<file path="config.mk">
export PLATFORM = sky130hd
export DESIGN_NAME = ic_slv_sched
export DESIGN_NICKNAME = d
export VERILOG_FILES = /design/src/rtl/ic_slv_sched.sv
export SDC_FILE = /design/constraint.sdc
export NUM_CORES = 1
export LEC_CHECK = 0
export CORE_ASPECT_RATIO = 1.2
export CORE_MARGIN = 3
export CORE_UTILIZATION = 48
export CTS_BUF_LIST = sky130_fd_sc_hd__clkbuf_16
export DETAILED_ROUTE_END_ITERATION = 8
export PLACE_DENSITY = 0.88
export SLEW_MARGIN = 0
export SYNTH_ARGS = -nofsm -noshare
export SYNTH_HDL_FRONTEND = slang
export SYNTH_SLANG_ARGS = --single-unit
export TNS_END_PERCENT = 20
</file>
<file path="constraint.sdc">
create_clock -name clk -period 1.9 [get_ports clk]
set_clock_uncertainty 0.05 [all_clocks]
set_input_delay 0.38 -clock clk [delete_from_list [all_inputs] [get_ports clk]]
set_output_delay 0.38 -clock clk [all_outputs]
set_load 0.02 [all_outputs]
</file>
<file path="src/rtl/ic_slv_sched.sv">
// Per-slave address-channel scheduler: round-robin grant held until the slave
// accepts the address, with an outstanding-transaction lock to a single owner.
`timescale 1ns/1ps
module ic_slv_sched #(
   parameter int MSTRS     = 4,
   parameter int MSTR_BITS = 2,
   parameter int MAX_OUTST = 4,
   parameter int CNT_BITS  = 3
) (
   input  logic                 clk,
   input  logic                 reset,
   input  logic [MSTRS-1:0]     m_req,
   input  logic                 s_aready,
   input  logic                 s_done,
   output logic [MSTRS-1:0]     grant,
   output logic                 grant_valid,
   output logic [MSTR_BITS-1:0] grant_num,
   output logic [MSTR_BITS-1:0] owner,
   output logic [CNT_BITS-1:0]  outst,
   output logic                 err
);

   typedef enum logic {IDLE, HOLD} state_t;

   state_t               state;
   logic [MSTR_BITS-1:0] last;
   logic                 hs;
   logic [MSTRS-1:0]     owner_mask;
   logic [MSTRS-1:0]     elig;
   logic                 can_grant;
   logic [MSTR_BITS-1:0] pick;

   // First set bit of elig scanning upward from last_i+1, wrapping modulo MSTRS.
   function automatic logic [MSTR_BITS-1:0] rr_pick(
      input logic [MSTRS-1:0]     elig_i,
      input logic [MSTR_BITS-1:0] last_i
   );
      logic [MSTRS-1:0] rot;
      logic             found;
      int               sh;
      sh      = (int'(last_i) + 1) % MSTRS;
      rot     = MSTRS'({elig_i, elig_i} >> sh);
      found   = 1'b0;
      rr_pick = last_i;
      for (int k = 0; k < MSTRS; k++) begin
         if (!found && rot[0]) begin
            rr_pick = MSTR_BITS'((sh + k) % MSTRS);
            found   = 1'b1;
         end
         rot = rot >> 1;
      end
   endfunction

   function automatic logic [MSTRS-1:0] one_hot(input logic [MSTR_BITS-1:0] idx);
      one_hot = MSTRS'(1) << idx;
   endfunction

   // Saturating at both ends; neither bound is reachable in legal operation.
   function automatic logic [CNT_BITS-1:0] cnt_next(
      input logic [CNT_BITS-1:0] cnt,
      input logic                inc,
      input logic                dec
   );
      cnt_next = cnt;
      if (inc && !dec && cnt != {CNT_BITS{1'b1}})
         cnt_next = cnt + CNT_BITS'(1);
      else if (dec && !inc && cnt != '0)
         cnt_next = cnt - CNT_BITS'(1);
   endfunction

   assign hs = grant_valid & s_aready;

   always_comb begin
      owner_mask = one_hot(owner);
      elig       = (outst == '0) ? m_req : (m_req & owner_mask);
      can_grant  = (|elig) && (outst < CNT_BITS'(MAX_OUTST));
      pick       = rr_pick(elig, last);
   end

   always_ff @(posedge clk) begin
      if (!reset) begin
         state       <= IDLE;
         grant       <= '0;
         grant_valid <= 1'b0;
         grant_num   <= '0;
         owner       <= '0;
         outst       <= '0;
         err         <= 1'b0;
         last        <= MSTR_BITS'(MSTRS - 1);
      end else begin
         outst <= cnt_next(outst, hs, s_done);
         if (s_done && !hs && outst == '0)
            err <= 1'b1;

         case (state)
            IDLE: begin
               if (can_grant) begin
                  state       <= HOLD;
                  grant       <= one_hot(pick);
                  grant_num   <= pick;
                  grant_valid <= 1'b1;
                  last        <= pick;
               end
            end
            HOLD: begin
               // Request changes are ignored here: AVALID may not drop before AREADY.
               if (hs) begin
                  state       <= IDLE;
                  grant       <= '0;
                  grant_valid <= 1'b0;
                  owner       <= grant_num;
               end
            end
            default: state <= IDLE;
         endcase
      end
   end

endmodule

</file>
==> results <==
- The run finished, with violations left.
- The final reports fail on negative setup slack.
- In the routed design, unresolved DRC markers number 0.
- The arrival time reported for the critical path endpoint is 2080 ps.
- For this run, the number of standard cells in the final layout without fillers is 165.
- The routed layout has 1045 vias.
- The clock period minus worst slack is 1950 ps.
- The combined global-route utilization of all metal layers is 24.2%.
- The post-DP HPWL is 1.67 mm.
- The width of the die is 45.1 µm.
- The first-pass GRT wire length is 4.18 mm.
- The tree is rooted in a sky130_fd_sc_hd__clkbuf_16.
- The via count of the first global-routing pass is 940.
- Entering global routing, the biggest net connects 15 pins.
- The count of synthesis-stage warnings from yosys is 0.
- The nature of the critical path endpoint is a register.
- Max-cap violations in this run came to 0.
- Dividing the detail-routed via count by the number of cells gives 6.33.
- The final hold violation count is 0.
- The slew of the pin with the lowest slew margin is 488 ps.
- The area growth from synthesis to layout is 60.1%.
- The fraction of synthesis flops using an asynchronous set or reset pin is 0%.
- The violation count after the first detailed-routing iteration is 49.
- At the later pin of the worst-skew pair, clock insertion delay measures 240 ps.
- Setup violations remaining at the end of the flow were counted as 5.
- The first detailed-routing pass ran for 4 iterations.
- The count of buffers from port buffering is 20.
- The congestion estimate from routability-driven global placement came to 0.833.
- The cell count after synthesis came out at 101.
- The antenna cell count is 0.
- In this run the count of I/O pins placed on the die edge is 21.
- Counting every sink on the clock net gives 16.
- Once detail routing completed, the nets flagged for antenna violations numbered 0.
- The tightest slew margin relative to the limit is 67.4%.
- The peak supply drop is 1.25 mV.
- The startpoint-to-endpoint class of the critical path is register to register.
- Once routing completed, OpenROAD measured the worst setup slack at -48.4 ps.
- After clock tree synthesis, the clock-pin slew on the worst setup and hold paths is 50 ps.
- The global routing usage on met2 is 38.7%.
- The number of nets produced by synthesis is 110.
- CTS built an H-tree with a depth of 1.
- The type of the most critical hold path is register to register.
- The met1 track utilization from global routing is 31.1%.
- The count of flip-flops with a built-in enable after synthesis is 0.
- The highest net fanout along the worst path is 5.
- The cell area after technology mapping is 878 µm².
- The number of pins with negative max-slew slack in the final report was 0.
- After layout, the design draws a total of 2.68 mW.
- Counting flops and latches in the post-synthesis netlist gives 16.
- The achievable clock frequency is 513 MHz.
- The required time at the worst-slack endpoint is 2040 ps.
- The worst setup path is launched from a register.
- The routed wire length is 3.10 mm.
- The global routing met3 resource utilization is 4.76%.
- sky130_fd_sc_hd__dfxtp_1 takes more of the synthesized area than any other cell.
- The die extent in y is 52.9 µm.
- The floorplan has 16 rows.
- The static leakage power is 0.597 nW.
- The final-stage net count is 158.
- Among all flip-flop cells after synthesis, the most frequent one is sky130_fd_sc_hd__dfxtp_1.
- In this run the deepest clock path goes through 2 buffers.
- The floorplan step defined a die boundary enclosing 0.00238 mm².
- The number of distinct library cells after synthesis is 39.
- Final hold analysis gives a worst-case slack of 449 ps.
- After synthesis, the mean cell area works out to 8.70 µm².
- The routing layer with the top usage in global route is met2.
- The TritonCTS clock tree is yes.
- The core region is 0.00168 mm².
- In this run the power density over the cells is 1900 mW/mm².
- The post-synthesis sequential area ratio is 36.5%.
- The total overflow left after global routing is 0.
- For this run, the share of the core covered by cells in the final layout is 83.6%.
- The post-detailed-route wirelength per cell is 18.8 µm.
- After synthesis, the cell types taking the most area are sky130_fd_sc_hd__dfxtp_1 36%, sky130_fd_sc_hd__nor2_1 5.6%, sky130_fd_sc_hd__o21ai_0 4.6%.
- The initial antenna violation count is 0.
- The share of post-route cells with drive strength above 1 is 34.0%.
- The initial core utilization is 52.2%.
- The final critical path takes up 103% of the cycle.
- The number of instances in the placed design is 154.
- The top cell type by area accounts for 36.5% of the synthesized area.
- The layout has 103 filler cells.
- Counting the buffers created by CTS gives 3.
## through the flow
step	worst slack, ps	instance area (µm²)	TNS [ps]
2_1_floorplan	15.7	878	0
3_3_place_gp	-314	1220	-934
3_5_place_dp	-440	1220	-1320
4_1_cts	4.52	1330	0
5_1_grt	-138	1410	-528
6_report	-48.4	1410	-129
## report_power, final
part / internal [mW] / leakage, nW / total, mW / switching (mW)
logic: 0.815 / 0.427 / 1.67 / 0.858
registers: 0.470 / 0.133 / 0.606 / 0.136
clock network: 0.276 / 0.0370 / 0.399 / 0.123
## cell type report
type	instances	area, µm²	share of cell area, %
clock buffer	3	75.1	5.34
inverter	3	11.3	0.801
multi-input combinational	78	572	40.7
sequential	16	325	23.1
tap	18	22.5	1.60
timing repair buffer	47	400	28.5
## metal layers
layer / part of all wire [%] / up-vias / routed length, µm
met5: 0 / - / 0
li1: - / 466 / -
met3: 8.5 / 18 / 263
met2: 46 / 62 / 1430
met1: 40 / 499 / 1250
met4: 5.3 / 0 / 164
## path summary, 6_finish.rpt
kind / from / end / slack (ps) / depth (start not counted)
max: outst[1] / grant[0] / -50 / 7
min: err / err / 450 / 2
max reg2reg: outst[1] / grant[0] / -50 / 7
min reg2reg: err / err / 450 / 2
## layout by cell type, fill, tap and decap left out, types with 2 or more instances in the layout
cell                              netlist  final
sky130_fd_sc_hd__nand2_1                7      7
sky130_fd_sc_hd__nor2_1                13     13
sky130_fd_sc_hd__o21ai_2                1      3
sky130_fd_sc_hd__dlygate4sd2_1          0      2
sky130_fd_sc_hd__a21oi_1                4      3
sky130_fd_sc_hd__buf_4                  1     27
sky130_fd_sc_hd__nor2b_1                6      6
sky130_fd_sc_hd__clkbuf_16              0      3
sky130_fd_sc_hd__a41o_1                 2      2
sky130_fd_sc_hd__inv_1                  3      3
sky130_fd_sc_hd__dfxtp_2                0      4
sky130_fd_sc_hd__nand3_1                5      5
sky130_fd_sc_hd__o22ai_2                0      2
sky130_fd_sc_hd__dfxtp_1               16     12
sky130_fd_sc_hd__o32ai_2                1      2
sky130_fd_sc_hd__o21ai_1                2      4
sky130_fd_sc_hd__mux2i_1                3      3
sky130_fd_sc_hd__o21ai_0                8      4
sky130_fd_sc_hd__clkdlybuf4s50_1        0     18
sky130_fd_sc_hd__and2_1                 2      2
sky130_fd_sc_hd__nor3_4                 1      2
## registers in the layout (all words and copies together) (netlist names)
signal       cells
owner            2
state            1
outst            3
grant            4
err              1
grant_valid      1
last             2
grant_num        2
## worst max-delay path, cell delays in order (launching register included)
cell	delay [ps]
sky130_fd_sc_hd__dfxtp_2	370
sky130_fd_sc_hd__nor3_4	220
sky130_fd_sc_hd__buf_4	180
sky130_fd_sc_hd__o21a_1	160
sky130_fd_sc_hd__a21boi_1	100
sky130_fd_sc_hd__o32ai_1	450
sky130_fd_sc_hd__buf_4	210
sky130_fd_sc_hd__a41o_1	160
## repair_timing
action	CTS	global route
setup buffers	4	4
resized for setup	5	14
setup endpoints to repair	3	8
hold buffers	0	0
pin swaps	7	8
## synthesized netlist by cell type, types with 3 or more instances
cell type                  n
sky130_fd_sc_hd__nor2_1   13
sky130_fd_sc_hd__a21oi_1   4
sky130_fd_sc_hd__dfxtp_1  16
sky130_fd_sc_hd__nand3_1   5
sky130_fd_sc_hd__nand2_1   7
sky130_fd_sc_hd__o21ai_0   8
sky130_fd_sc_hd__mux2i_1   3
sky130_fd_sc_hd__nor2b_1   6
sky130_fd_sc_hd__inv_1     3
## cells by family (layout without fill, tap and decap cells)
| family | Yosys count | count (layout) | synth area share (%) |
|---|---|---|---|
| buf+inv | 7 | 53 | 3.56 |
| flops | 16 | 16 | 36.5 |
| compound gates | 32 | 32 | 26.8 |
| mux | 3 | 3 | 3.42 |
| fa+ha+maj | 1 | 1 | 2.28 |
| xor+xnor | 1 | 1 | 0.997 |
| simple gates | 41 | 41 | 26.5 |
(Power assumes the default switching activity.)
